<file path="src/rtl/mul_pkg.sv">
// Shared definitions for the sequential shift-add multiplier:
// FSM state encoding and the iteration-counter width helper.
package mul_pkg;

  localparam int STATE_W = 2;

  typedef enum logic [STATE_W-1:0] {
    IDLE = 2'd0,
    CALC = 2'd1,
    FIN  = 2'd2
  } state_e;

  // The counter must be able to hold the value WIDTH itself, hence WIDTH+1.
  function automatic int cnt_width(input int width);
    return $clog2(width + 1);
  endfunction

endpackage

</file>
<file path="src/rtl/mul_abs_conv.sv">
// Conditional two's-complement negate: y = en ? -x : x.
// Used for operand magnitudes and for applying the result sign.
module mul_abs_conv #(
  parameter int WIDTH = 8
) (
  input  logic             en,
  input  logic [WIDTH-1:0] x,
  output logic [WIDTH-1:0] y
);

  // Negating the most negative value wraps to itself, which is exactly its
  // magnitude when the result is read as unsigned.
  assign y = en ? (~x + WIDTH'(1)) : x;

endmodule

</file>
<file path="src/rtl/mul_seq_nbits.sv">
// Iterative shift-add multiplier, WIDTH x WIDTH -> 2*WIDTH, signed or
// unsigned per operation, one partial product per clock.
// Optional build macro MUL_SEQ_OVF_EN adds an 'ovf' output flagging a
// product that does not fit back into WIDTH bits.
module mul_seq_nbits
  import mul_pkg::*;
#(
  parameter int WIDTH = 8
) (
  input  logic               clk,
  input  logic               rst,
  input  logic               start,
  input  logic [WIDTH-1:0]   A,
  input  logic [WIDTH-1:0]   B,
  input  logic               Signed,
  output logic               busy,
  output logic               done,
  output logic [2*WIDTH-1:0] Prod
`ifdef MUL_SEQ_OVF_EN
  ,
  output logic               ovf
`endif
);

  localparam int CNT_W = cnt_width(WIDTH);
  localparam int PW    = 2 * WIDTH;

  state_e             state_q, state_d;
  logic [CNT_W-1:0]   cnt_q, cnt_d;
  logic [WIDTH-1:0]   mcand_q, mcand_d;
  logic [WIDTH-1:0]   mplr_q, mplr_d;
  logic [PW-1:0]      acc_q, acc_d;
  logic               neg_q, neg_d;
  logic [PW-1:0]      prod_q, prod_d;
  logic               done_q, done_d;

  logic [WIDTH-1:0]   a_mag, b_mag;
  logic [PW-1:0]      prod_fin;

`ifdef MUL_SEQ_OVF_EN
  logic               sgn_q, sgn_d;
  logic               ovf_q, ovf_d;
  logic [WIDTH:0]     prod_top;
`endif

  // Operand magnitudes; a negative operand is only negated for signed ops.
  mul_abs_conv #(.WIDTH(WIDTH)) u_abs_a (
    .en (Signed & A[WIDTH-1]),
    .x  (A),
    .y  (a_mag)
  );

  mul_abs_conv #(.WIDTH(WIDTH)) u_abs_b (
    .en (Signed & B[WIDTH-1]),
    .x  (B),
    .y  (b_mag)
  );

  // Re-applies the sign to the unsigned magnitude product.
  mul_abs_conv #(.WIDTH(PW)) u_sign_res (
    .en (neg_q),
    .x  (acc_q),
    .y  (prod_fin)
  );

`ifdef MUL_SEQ_OVF_EN
  // Signed result fits in WIDTH bits only if its top WIDTH+1 bits agree.
  assign prod_top = prod_fin[PW-1:WIDTH-1];
`endif

  // Next-state logic: operand capture, one shift-add step per CALC cycle,
  // sign fix-up and result publish in FIN.
  always_comb begin
    // NOTE: every variable gets a default before the case so that no path
    // leaves it unassigned, which would otherwise infer a latch.
    state_d = state_q;
    cnt_d   = cnt_q;
    mcand_d = mcand_q;
    mplr_d  = mplr_q;
    acc_d   = acc_q;
    neg_d   = neg_q;
    prod_d  = prod_q;
    done_d  = 1'b0;
`ifdef MUL_SEQ_OVF_EN
    sgn_d   = sgn_q;
    ovf_d   = ovf_q;
`endif

    case (state_q)
      IDLE: begin
        if (start) begin
          mcand_d = a_mag;
          mplr_d  = b_mag;
          neg_d   = Signed & (A[WIDTH-1] ^ B[WIDTH-1]);
          acc_d   = '0;
          cnt_d   = '0;
          state_d = CALC;
`ifdef MUL_SEQ_OVF_EN
          sgn_d   = Signed;
`endif
        end
      end

      CALC: begin
        if (mplr_q[0]) begin
          acc_d = acc_q + ({{WIDTH{1'b0}}, mcand_q} << cnt_q);
        end
        mplr_d = mplr_q >> 1;
        cnt_d  = cnt_q + CNT_W'(1);
        if (cnt_q == CNT_W'(WIDTH - 1)) begin
          state_d = FIN;
        end
      end

      FIN: begin
        prod_d  = prod_fin;
        done_d  = 1'b1;
        state_d = IDLE;
`ifdef MUL_SEQ_OVF_EN
        ovf_d   = sgn_q ? ~((&prod_top) | ~(|prod_top))
                        : (|prod_fin[PW-1:WIDTH]);
`endif
      end

      default: state_d = IDLE;
    endcase
  end

  // State register with synchronous reset that aborts any operation in flight.
  always_ff @(posedge clk) begin
    // NOTE: non-blocking assignments so every register samples the values
    // from before this edge, independent of statement order.
    if (rst) begin
      state_q <= IDLE;
      cnt_q   <= '0;
      mcand_q <= '0;
      mplr_q  <= '0;
      acc_q   <= '0;
      neg_q   <= 1'b0;
      prod_q  <= '0;
      done_q  <= 1'b0;
`ifdef MUL_SEQ_OVF_EN
      sgn_q   <= 1'b0;
      ovf_q   <= 1'b0;
`endif
    end else begin
      state_q <= state_d;
      cnt_q   <= cnt_d;
      mcand_q <= mcand_d;
      mplr_q  <= mplr_d;
      acc_q   <= acc_d;
      neg_q   <= neg_d;
      prod_q  <= prod_d;
      done_q  <= done_d;
`ifdef MUL_SEQ_OVF_EN
      sgn_q   <= sgn_d;
      ovf_q   <= ovf_d;
`endif
    end
  end

  assign busy = (state_q != IDLE);
  assign done = done_q;
  assign Prod = prod_q;
`ifdef MUL_SEQ_OVF_EN
  assign ovf  = ovf_q;
`endif

endmodule
</file>
<file path="config.mk">
export PLATFORM = sky130hd
export DESIGN_NAME = mul_seq_nbits
export DESIGN_NICKNAME = d
export VERILOG_FILES = /design/src/rtl/mul_pkg.sv /design/src/rtl/mul_abs_conv.sv /design/src/rtl/mul_seq_nbits.sv
export SDC_FILE = /design/constraint.sdc
export NUM_CORES = 1
export LEC_CHECK = 0
export ABC_AREA = 0
export BUFFER_PORTS_ARGS = -buffer_cell sky130_fd_sc_hd__buf_4
export CORE_MARGIN = 1
export CORE_UTILIZATION = 60
export DETAILED_ROUTE_END_ITERATION = 10
export PLACE_DENSITY = 0.93
export SLEW_MARGIN = 0
export SYNTH_ARGS = -nofsm -noshare
export SYNTH_HDL_FRONTEND = slang
export SYNTH_SLANG_ARGS = --single-unit
export TNS_END_PERCENT = 50
</file>
<file path="constraint.sdc">
create_clock -name clk -period 5.4 [get_ports clk]
set_input_delay 0.81 -clock clk [delete_from_list [all_inputs] [get_ports clk]]
set_output_delay 0.81 -clock clk [all_outputs]
set_load 0.005 [all_outputs]
</file>
[Word level (Yosys, flattened, before mapping)]
Index checks and enable logic that the tools add are counted.
Cells by class
  reductions and logical operators: 7
  shift operators: 1
  mux-type cells: 14
  bitwise operators: 7
  add/sub/neg operators: 5
  equality and inequality tests: 6
Operators with widths (number)
  16-bit two-way mux: 3
  16-bit case mux with 2 select lines: 1
  8-bit two-way mux: 3
  16-bit by 1-bit adder with 16-bit output, second input constant: 1
  16-bit adder: 1
  8-bit by 1-bit adder with 8-bit output, second input constant: 2
  16-bit inverter: 1
  8-bit inverter: 2
  8-bit case mux with 2 select lines: 1
  8-bit by 4-bit << shifter with 16-bit output: 1
  4-bit case mux with 2 select lines: 1
  2-bit inequality test, second input constant: 3
  2-bit AND reduction: 3
  4-bit by 1-bit adder with 4-bit output, second input constant: 1
  4-bit by 3-bit == test with 1-bit output, second input constant: 1
  2-bit two-way mux: 2
  4-bit two-way mux: 1
  2-bit case mux with 2 select lines: 1
  2-bit nonzero test: 2
  1-bit bitwise AND: 3
  3-bit AND reduction: 1
  2-bit by 1-bit == test with 1-bit output, second input constant: 1
  2-bit == test, second input constant: 1
  2-bit logical NOT: 1
  2 further kinds: 2
Word-level totals
  output and inout bits: 18
  flip-flop bits (word level): 56
  input port bits: 20
  logic and storage cells: 48

[Depth between registers and ports, before layout]
Gate-level depths: netlist of run 1.
  word-level depth: 5
  depth in mapped cells: 16
  gate-level depth less buffers: 15

[Cells and area by module]
Synthesis of run 1 repeated with hierarchy kept, for this count alone.
Unflattened totals
  cells, all modules: 487
  area, all modules: 3787.4 sq um
Modules (own cells, without submodules)
  mul_seq_nbits: sequential area each 1121.1 sq um, times used 1, cells each 397, area each 3089.2 sq um
  mul_abs_conv (u_sign_res): sequential area each 0.0 sq um, times used 1, cells each 48, area each 355.3 sq um
  mul_abs_conv (u_abs_a ...): sequential area each 0.0 sq um, times used 2, cells each 21, area each 171.4 sq um

[Worst setup path before layout of run 1]
Ideal clock, no wire load.
  path type: reg-to-reg
  start: register cnt_q[1]
  end: register acc_q[14]
  buffers on the path: 2
  required time: 5283 ps
  period minus slack after synthesis: 2977 ps
  setup time: 117 ps
  arrival time: 2860 ps
  setup slack: 2423 ps
  stages on the path, launching flop included: 16
  cells stage by stage: dfxtp_1 -> buf_2 -> clkbuf_1 -> nor2_1 -> nand2_1 -> nor3_1 -> ha_1 -> inv_1 -> fa_1 -> nor2b_1 -> nor3_1 -> o21ai_0 -> a311oi_1 -> o31ai_1 -> xor2_1 -> a22o_1
On the way
  longest elaborated chain between the ends: 4
Ends and longest elaborated chain
  from (decl): line mul_seq_nbits.sv:29  | logic [CNT_W-1:0] cnt_q, cnt_d;
  from (signal assigned): line mul_seq_nbits.sv:148  | cnt_q <= cnt_d;
  8-bit by 4-bit << shifter with 16-bit output: line mul_seq_nbits.sv:106  | acc_d = acc_q + ({{WIDTH{1'b0}}, mcand_q} << cnt_q);
  16-bit adder: line mul_seq_nbits.sv:106
  16-bit two-way mux: line mul_seq_nbits.sv:105  | if (mplr_q[0]) begin
  16-bit case mux with 2 select lines: line mul_seq_nbits.sv:89  | case (state_q)
  to (signal assigned): line mul_seq_nbits.sv:138  | acc_q <= '0;
  to (signal assigned): line mul_seq_nbits.sv:151  | acc_q <= acc_d;
  to (decl): line mul_seq_nbits.sv:32  | logic [PW-1:0] acc_q, acc_d;
Every way passes these cells. The select of a mux whose other input is x is not followed.
A chain may end at the register's enable or synchronous reset.

[Worst setup path in the final report of run 1]
Same ends and word-level chain as after synthesis.

==> run_results.csv, run 1 <==
group,metric,value,unit
clock_network,insertion_delay,310,ps
worst_setup_path,rr_endpoint,"acc_q[14]",
detailed_routing,ant_nets,0,
power_and_ir_drop,switching_share,28.3,%
worst_setup_path,r2r_cells,11,
grt,gr-total-overflow,0,
hold_path,hold_path_depth,2,
clock_network,cts.reportedPaths.clkPinSlew,100,ps
power_and_ir_drop,p_int,569,uW
yosys,ys_seq_area_share,30.7,%
placed_design,pre_cts_ws,1890,ps
yosys,synthFlopType,"dfxtp_1",
sta,min_period_over_period,65.2,%
final_layout,antenna_cells,0,
final_layout,synthToLayoutAreaGrowth,9.45,%
clock_network,cts_made_buffers,5,
floorplanning,die_h,80.0,um
final_layout,fillCellCount,505,
sta,timing.final.ws_setup,1880,ps
power_and_ir_drop,combinationalPowerShare,16.1,%
floorplanning,core-area,0.00589,sq mm
final_layout,nets,518,
worst_setup_path,reg2reg_slack,1880,ps
final_layout,final_layout_size_suffix_gt1_share,12.7,%
worst_setup_path,crit_path_end_kind,"flop",
yosys,yosysUniqueCellTypes,54,
flow_run,maxCapViolCount,0,
worst_setup_path,path_class,"flop to flop",
status,outcome,"finished clean",
worst_setup_path,r2r_start,"cnt_q[1]",
grt,grt_pass1_vias,3095,
sta,rsz0062_at_grt,"false",
yosys,netlist_area,0.00365,sq mm
clock_network,clk_path_buf_depth,2,
sta,min_period,3520,ps
detailed_routing,vias,3295,
yosys,syn_avg_cell_area,8.01,sq um
power_and_ir_drop,p_leak,1.60,nW
yosys,ys_ff_latch,56,
clock_network,ctsHoldBuffers,0,
clock_network,postCtsSetupRepairBufs,0,
sta,maxSlewHeadroom,40.6,%
grt,grt_max_degree,51,
placed_design,dp_hpwl,6050,um
grt,grt_pass1_wl,13400,um
clock_network,cts_tree,"built",
placed_design,place_area,0.00391,sq mm
detailed_routing,drtIter0Drc,194,
clock_network,htree_levels,2,
power_and_ir_drop,p_switching,224,uW
power_and_ir_drop,powerDensity,198,mW/mm^2
worst_setup_path,startpoint_type,"flop",
detailed_routing,drc,0,
worst_setup_path,required,5610,ps
placed_design,io_buffers,37,
final_layout,design_area,0.00400,sq mm
power_and_ir_drop,p_total,793,uW
sta,finalSetupViolations,0,
yosys,yosys_warnings,0,
power_and_ir_drop,irDropWorstVdd,0.108,mV
grt,antenna_found_initial,0,
sta,finalHoldViolations,0,
floorplanning,die_w,80.0,um
hold_path,hold_class,"flop to flop",
sta,fin_setup_tns,0,ps
yosys,synth_edf_count,0,
yosys,async_flop_share,0,%
floorplanning,rows,28,
yosys,synth_nets,496,
power_and_ir_drop,clkPwrFrac,28.3,%
clock_network,cts_resized,0,
sta,worst_pin_slew,890,ps
detailed_routing,avgRoutedWirePerCell,14.1,um
placed_design,place_congestion,0.922,
worst_setup_path,arrival,3730,ps
detailed_routing,postRouteWirelength,7780,um
sta,max_freq,284,MHz
power_and_ir_drop,seq_power_share,55.5,%
floorplanning,io_pins,38,
detailed_routing,dr.pass1.iters,4,
worst_setup_path,path_max_fanout,19,
clock_network,root_buffer,"clkbuf_8",
detailed_routing,routed_via_density,5.95,
floorplanning,dieArea,0.00641,sq mm
final_layout,fin_util,68.0,%
clock_network,cts_sinks,56,
sta,fin_skew,5.04,ps
floorplanning,initial_core_util,62.1,%
hold_path,hold_start,"Prod[0]",
yosys,syn_inst,456,
grt,grt_usage,26.2,%
hold_path,hold_path_end,"Prod[0]",
sta,final-max-slew-violation-count,0,
[metal layers]
layer  part of all wire, %  routed length (um)  global-route usage [%]
met1                    43                3340                    29.9
met2                    51                3980                    48.6
met3                   4.1                 323                    4.80
met4                   1.8                 144                    8.21
met5                     0                   0                       0
[Yosys cell counts, types with 2 or more instances]
cell      number  area [sq um]
xor2_1        21           184
mux4_2         2          45.0
a21o_1         3          22.5
o22ai_1        3          18.8
inv_1         17          63.8
or4_4          3          33.8
mux2i_1        6          60.1
buf_4          2          15.0
a311oi_1       3          26.3
a211oi_1      15           113
o41ai_1        2          17.5
a21oi_1       43           215
o31ai_1        7          52.6
nor3_1        11          55.1
o21a_1         2          15.0
buf_6          2          22.5
a22oi_1       11          82.6
and2_1         3          18.8
a31oi_1        4          25.0
xnor2_1       14           123
or3_1          2          12.5
nand2b_1       3          18.8
o21ai_0       20           100
nor2_1        53           199
a22o_1         8          70.1
buf_1          3          11.3
nor2b_1        8          50.1
buf_2          2          10.0
nand2_1       48           180
clkbuf_1      13          48.8
dfxtp_1       56          1120
a221oi_1       2          17.5
o211ai_1       4          30.0
o21bai_1       3          22.5
mux2_2         5          56.3
nand4_1        2          12.5
ha_1          19           238
nand3_1       15          75.1
[worst max path at each step]
stage	endpoint	slack [ps]	from
after floorplan	acc_q[14]	2420	cnt_q[1]
after global placement	acc_q[14]	2000	cnt_q[1]
after detailed placement	acc_q[14]	1890	cnt_q[1]
after CTS	acc_q[14]	1880	cnt_q[1]
after global routing	acc_q[15]	1510	cnt_q[1]
final	acc_q[14]	1880	cnt_q[1]
[layout by cell type (no fill, tap or decap), types with 4 or more instances in the layout]
cell	instances
a211oi_1	15
a22o_1	8
nor2_1	53
buf_4	38
nand2_1	48
o31ai_1	7
a22oi_1	11
o21ai_0	20
xor2_1	21
xnor2_1	14
nor2b_1	8
o211ai_1	4
a21oi_1	43
mux2i_1	6
nor3_1	11
nand3_1	15
mux2_2	5
clkbuf_8	5
ha_1	19
dfxtp_1	56
inv_1	17
a31oi_1	4
[layout make-up]
cell class	count	area [sq um]	share of cell area, %
Clock buffer	5	68.8	1.72
Multi-Input combinational cell	360	2350	58.7
Sequential cell	56	1120	28.0
Tap cell	75	93.8	2.35
Inverter	17	63.8	1.60
Timing Repair Buffer	38	285	7.13
Clock inverter	3	18.8	0.469
[power by group through the flow]
stage / sequential (mW) / combinational (mW) / clock (mW)
CTS: 0.440 / 0.128 / 0.227
global placement: 0.449 / 0.123 / 0
floorplan: 0.441 / 0.0994 / 0
detailed placement: 0.450 / 0.127 / 0
finish: 0.441 / 0.128 / 0.225
global route: 0.443 / 0.143 / 0.247
[registers in the layout (all words and copies together) (netlist names)]
signal   count
Prod        16
acc_q       16
cnt_q        4
done         1
mcand_q      8
mplr_q       8
neg_q        1
state_q      2
[stage by stage]
| step | std cells | hold slack [ps] |
|---|---|---|
| 6_report | 554 | 463 |
| 5_1_grt | 554 | 484 |
| 4_1_cts | 554 | 461 |
| 3_5_place_dp | 546 | 447 |
| 3_3_place_gp | 546 | 441 |
| 2_1_floorplan | 456 | 432 |
[worst max-delay path: stages (launching register included)]
cell and delay [ps]:
dfxtp_1 800, mux2_2 430, o21ai_0 200, o21ai_0 130, nor2b_1 170, ha_1 400
o211ai_1 130, o21ai_0 340, a311oi_1 220, o31ai_1 310, xor2_1 100, a22o_1 200
[kinds of logic after synthesis]
group	Yosys count	synth area share, %
multiplexers	13	4.42
buffers and inverters	40	5.07
flip-flops	56	30.7
XOR/XNOR	35	8.39
adder cells (fa/ha/maj)	20	7.05
AO/OA/AOI/OAI	140	25.7
AND/OR/NAND/NOR	152	18.7
Power figures use the tool's default switching activity.
==> inputs of run 2 (changes only) <==
Settings changed: CORE_UTILIZATION 60 to 59, PLACE_DENSITY 0.93 to 0.92.
Clock period 5.4 ns to 3.6 ns, I/O delays scaled along.
==> run 2 against run 1 <==
Register-to-register slack got worse by 1600 ps. Via count increased by 0.49%. Die area increased by 1.7%. Non-clock buffer count increased by 3. Flip-flop and latch count unchanged. Worst hold slack got worse by 7.2 ps. Critical path depth unchanged. Sequential power increased by 50%. Global-route usage decreased by 0.50 points. Largest power group unchanged.
==> run_results.csv, run 2 (synthesis gave the netlist of run 1 again) <==
group,metric,value,unit
clock_network,cts_made_buffers,5,
floorplanning,dieArea,0.00651,sq mm
final_layout,final_cell_mix,"56 x dfxtp_1, 53 x nor2_1, 48 x nand2_1",
final_layout,final_layout_size_suffix_gt1_share,13.1,%
floorplanning,rows,28,
grt,gr-total-overflow,0,
clock_network,root_buffer,"clkbuf_8",
floorplanning,io_pins,38,
floorplanning,initial_core_util,61.4,%
sta,finalSetupViolations,0,
sta,min_period_over_period,92.2,%
final_layout,fillCellCount,509,
sta,rsz0062_at_grt,"false",
clock_network,cts.reportedPaths.clkPinSlew,100,ps
detailed_routing,drtIter0Drc,252,
final_layout,synthToLayoutAreaGrowth,10.7,%
sta,max_freq,301,MHz
clock_network,clk_path_buf_depth,2,
worst_setup_path,crit_path_start,"cnt_q[1]",
sta,maxSlewHeadroom,41.5,%
detailed_routing,drc,0,
clock_network,cts_tree,"built",
sta,min_period,3320,ps
final_layout,nets,521,
clock_network,htree_levels,2,
placed_design,io_buffers,37,
worst_setup_path,required,3810,ps
sta,fin_skew,7.53,ps
clock_network,insertion_delay,310,ps
power_and_ir_drop,p_leak,1.62,nW
final_layout,antenna_cells,0,
power_and_ir_drop,p_total,1.27,mW
clock_network,cts_resized,0,
detailed_routing,routed_via_density,5.94,
worst_setup_path,startpoint_type,"flop",
floorplanning,core-area,0.00596,sq mm
worst_setup_path,path_class,"flop to flop",
grt,grt_max_degree,51,
detailed_routing,ant_nets,0,
sta,worst_pin_slew,877,ps
sta,timing.final.ws_setup,281,ps
detailed_routing,vias,3311,
sta,finalHoldViolations,0,
final_layout,design_area,0.00405,sq mm
final_layout,seq_area,0.00112,sq mm
final_layout,final_common_cell,"dfxtp_1",
sta,final-max-slew-violation-count,0,
grt,grt_usage,25.7,%
hold_path,hold_start,"Prod[12]",
grt,grt_pass1_wl,13200,um
grt,grt_pass1_vias,2955,
placed_design,place_area,0.00394,sq mm
final_layout,fin_util,67.9,%
grt,antenna_found_initial,0,
status,outcome,"finished clean",
clock_network,ctsHoldBuffers,0,
floorplanning,die_w,80.7,um
detailed_routing,avgRoutedWirePerCell,14.1,um
clock_network,cts_sinks,56,
detailed_routing,postRouteWirelength,7850,um
worst_setup_path,crit_path_end_kind,"flop",
flow_run,maxCapViolCount,0,
floorplanning,die_h,80.7,um
placed_design,pre_cts_ws,302,ps
worst_setup_path,arrival,3530,ps
worst_setup_path,path_max_fanout,7,
power_and_ir_drop,irDropWorstVdd,0.186,mV
hold_path,hold_class,"flop to flop",
worst_setup_path,r2r_start,"cnt_q[1]",
power_and_ir_drop,powerDensity,314,mW/mm^2
final_layout,multi_input_area,0.00235,sq mm
detailed_routing,dr.pass1.iters,4,
placed_design,place_congestion,0.922,
clock_network,postCtsSetupRepairBufs,0,
placed_design,dp_hpwl,6150,um
sta,fin_setup_tns,0,ps
## run 2: cell types whose count changed in the layout (fill, tap and decap cells not counted)
cell / delta
clkinv_4: -1
inv_6: +1
clkbuf_1: +1
buf_4: +3
clkinv_2: -2
bufinv_16: +1
## run 2: worst paths after layout
check	cells past startpoint	slack [ps]	to
min reg2reg	2	460	Prod[12]
min	2	460	Prod[12]
max reg2reg	11	280	acc_q[14]
max	11	280	acc_q[14]
## run 2: per-stage QoR
stage,hold WS (ps),cells
final,456,557
after global routing,478,557
after CTS,460,557
after detailed placement,446,549
after global placement,440,549
after floorplan,432,456
## run 2: layout make-up
cell class	count	share of cell area, %
flip-flops and latches	56	27.7
well taps	75	2.32
clock inverters	2	0.959
inverters	17	1.58
multi-input cells	360	58.0
clock buffers	6	1.79
repair buffers	41	7.61
## run 2: worst max-delay path, cell delays in order (launching register included)
cell and delay, ps:
dfxtp_1 510, mux2_2 400, o21ai_0 290, o21ai_0 160
nor2b_1 170, ha_1 360, o211ai_1 120, o21ai_0 370
a311oi_1 220, o31ai_1 320, xor2_1 100, a22o_1 200
## run 2: per-layer routing
| layer | track usage (%) | vias to the layer above | share of wire [%] |
|---|---|---|---|
| met4 | 9.29 | 0 | 2.2 |
| met5 | 0 | - | 0 |
| li1 | - | 1694 | - |
| met3 | 4.09 | 16 | 3.9 |
| met1 | 29.0 | 1524 | 43 |
| met2 | 48.0 | 77 | 51 |
## run 2: where the power goes
group	switching, mW	internal, mW	leakage [nW]
clock network	0.203	0.210	0.0558
logic	0.114	0.0825	1.11
registers	0.0230	0.637	0.454
==> inputs of run 3 (changes only) <==
Settings changed: CORE_UTILIZATION 59 to 45, PLACE_DENSITY 0.92 to 0.76.
==> run 3 against run 2 <==
Final cell count grew 4.7%. Worst hold slack improved by 6.8 ps. Power grew 1.4%. Clock-buffer cell count stayed put. Non-clock buffer count fell by 1. Largest power group unchanged. Critical endpoint is now acc_q[15]. First-iteration DRC count is 50% lower. Setup slack better by 38 ps. Clock power increased by 4%. Largest cell class unchanged.
==> run_results.csv, run 3 (synthesis gave the netlist of run 1 again) <==
group,metric,value,unit
status,outcome,"finished clean",
power_and_ir_drop,p_switching,340,uW
sta,holdWs,463,ps
worst_setup_path,cp_num_buf_inv,1,
clock_network,cts_made_buffers,5,
clock_network,cts_tree,"built",
detailed_routing,ant_nets,0,
power_and_ir_drop,p_total,1.29,mW
sta,max_freq,305,MHz
final_layout,nets,520,
final_layout,antenna_cells,0,
worst_setup_path,crit_path_end_kind,"flop",
sta,finalSetupViolations,0,
detailed_routing,drtIter0Drc,126,
floorplanning,core-area,0.00781,sq mm
power_and_ir_drop,seq_power_share,51.2,%
sta,finalHoldViolations,0,
sta,timing.final.ws_setup,319,ps
detailed_routing,avgRoutedWirePerCell,13.3,um
worst_setup_path,required,3800,ps
placed_design,place_congestion,0.970,
grt,antenna_found_initial,0,
grt,gr-total-overflow,0,
power_and_ir_drop,irDropWorstVdd,0.167,mV
grt,grt_pass1_wl,13600,um
clock_network,htree_levels,2,
power_and_ir_drop,powerDensity,315,mW/mm^2
detailed_routing,routed_via_density,5.65,
worst_setup_path,path_max_fanout,14,
floorplanning,dieArea,0.00849,sq mm
clock_network,insertion_delay,320,ps
power_and_ir_drop,clkPwrFrac,33.5,%
floorplanning,io_pins,38,
grt,grt_pass1_vias,3016,
placed_design,dp_cells,575,
worst_setup_path,crit_family,"compound AO/OA/AOI/OAI gates",
detailed_routing,postRouteWirelength,7740,um
final_layout,final_cell_mix,"55 x dfxtp_1, 53 x nor2_1, 48 x nand2_1",
clock_network,root_buffer,"clkbuf_8",
sta,fin_skew,10.9,ps
worst_setup_path,crit_top_cell,"a21oi_1",
final_layout,synthToLayoutAreaGrowth,11.7,%
clock_network,cts_sinks,56,
sta,fin_setup_tns,0,ps
power_and_ir_drop,p_int,947,uW
placed_design,io_buffers,37,
worst_setup_path,cp_slowest_cell,"dfxtp_1",
worst_setup_path,path_class,"flop to flop",
final_layout,seq_area,0.00112,sq mm
detailed_routing,vias,3292,
sta,min_period_over_period,91.1,%
clock_network,postCtsSetupRepairBufs,0,
clock_network,ctsHoldBuffers,0,
flow_run,maxCapViolCount,0,
power_and_ir_drop,combinationalPowerShare,15.2,%
worst_setup_path,path_cells,"buf_4 -> mux2_2 -> nand2_1 -> o21ai_0 -> o21ai_0 -> o22ai_1 -> ha_1 -> a21oi_1 -> o221ai_1 -> a21oi_1 -> o31ai_1 -> xor2_1 -> a21oi_1 -> o22ai_1",
clock_network,clk_path_buf_depth,2,
sta,final-max-slew-violation-count,0,
clock_network,cts.reportedPaths.clkPinSlew,100,ps
grt,grt_max_degree,51,
sta,maxSlewHeadroom,28.5,%
worst_setup_path,reg2reg_slack,320,ps
detailed_routing,dr.pass1.iters,5,
placed_design,pre_cts_ws,318,ps
hold_path,hold_class,"flop to flop",
worst_setup_path,startpoint_type,"flop",
worst_setup_path,arrival,3480,ps
power_and_ir_drop,switching_share,26.4,%
final_layout,finalNonFillerCells,583,
floorplanning,die_w,92.1,um
sta,worst_pin_slew,1070,ps
floorplanning,die_h,92.1,um
final_layout,fillCellCount,762,
final_layout,final_common_cell,"dfxtp_1",
placed_design,dp_hpwl,5980,um
floorplanning,rows,32,
grt,grt_usage,19.7,%
final_layout,multi_input_area,0.00235,sq mm
sta,min_period,3280,ps
power_and_ir_drop,p_leak,1.62,nW
floorplanning,initial_core_util,46.8,%
sta,rsz0062_at_grt,"false",
final_layout,final_layout_size_suffix_gt1_share,13.3,%
worst_setup_path,max_stage_delay,490,ps
detailed_routing,drc,0,
[run 3: changes by cell type in the layout (fill, tap and decap cells not counted), sizes merged]
cell / previous run / this run
inv: 18 / 17
buf: 41 / 40
clkinv: 0 / 1
[run 3: final timing paths]
check        startpoint        end  cells past startpoint
max            cnt_q[1]  acc_q[15]                     14
min             Prod[8]    Prod[8]                      2
max reg2reg    cnt_q[1]  acc_q[15]                     14
min reg2reg     Prod[8]    Prod[8]                      2
[run 3: timing repair]
| item | 4_1_cts | 5_1_grt |
|---|---|---|
| setup endpoints to repair | 0 | 2 |
| hold endpoints to repair | 0 | 0 |
| resized for setup | 0 | 1 |
[run 3: area by class of cell]
class,instances,area share (%)
multi-input combinational,360,57.5
sequential,56,27.5
timing repair buffer,40,7.35
tap,102,3.12
clock buffer,6,2.02
inverter,17,1.56
clock inverter,2,0.950
[run 3: power by group through the flow]
stage	sequential (mW)	combinational (mW)	clock (mW)
2_1_floorplan	0.662	0.149	0
3_5_place_dp	0.673	0.195	0
5_1_grt	0.664	0.223	0.462
3_3_place_gp	0.673	0.190	0
6_report	0.659	0.196	0.431
4_1_cts	0.659	0.196	0.445
[run 3: through the flow]
stage | util (%) | cell area, sq um
2_1_floorplan | - | 3650
3_3_place_gp | 50.7 | 3960
3_5_place_dp | 50.7 | 3960
4_1_cts | 52.3 | 4080
5_1_grt | 52.3 | 4080
6_report | 52.3 | 4080
[run 3: worst reg2reg max path: stages, from the launching register on]
cell and delay (ps):
dfxtp_1 490, buf_4 270, mux2_2 360, nand2_1 60, o21ai_0 100, o21ai_0 170
o22ai_1 130, ha_1 390, a21oi_1 210, o221ai_1 130, a21oi_1 270, o31ai_1 140
xor2_1 160, a21oi_1 170, o22ai_1 100
[run 3: layer usage]
metal,wire length (um),share of wire (%),track usage [%]
met4,149,1.9,7.29
met2,3790,49,34.6
met5,0,0,0
met3,262,3.4,3.15
met1,3540,46,24.0
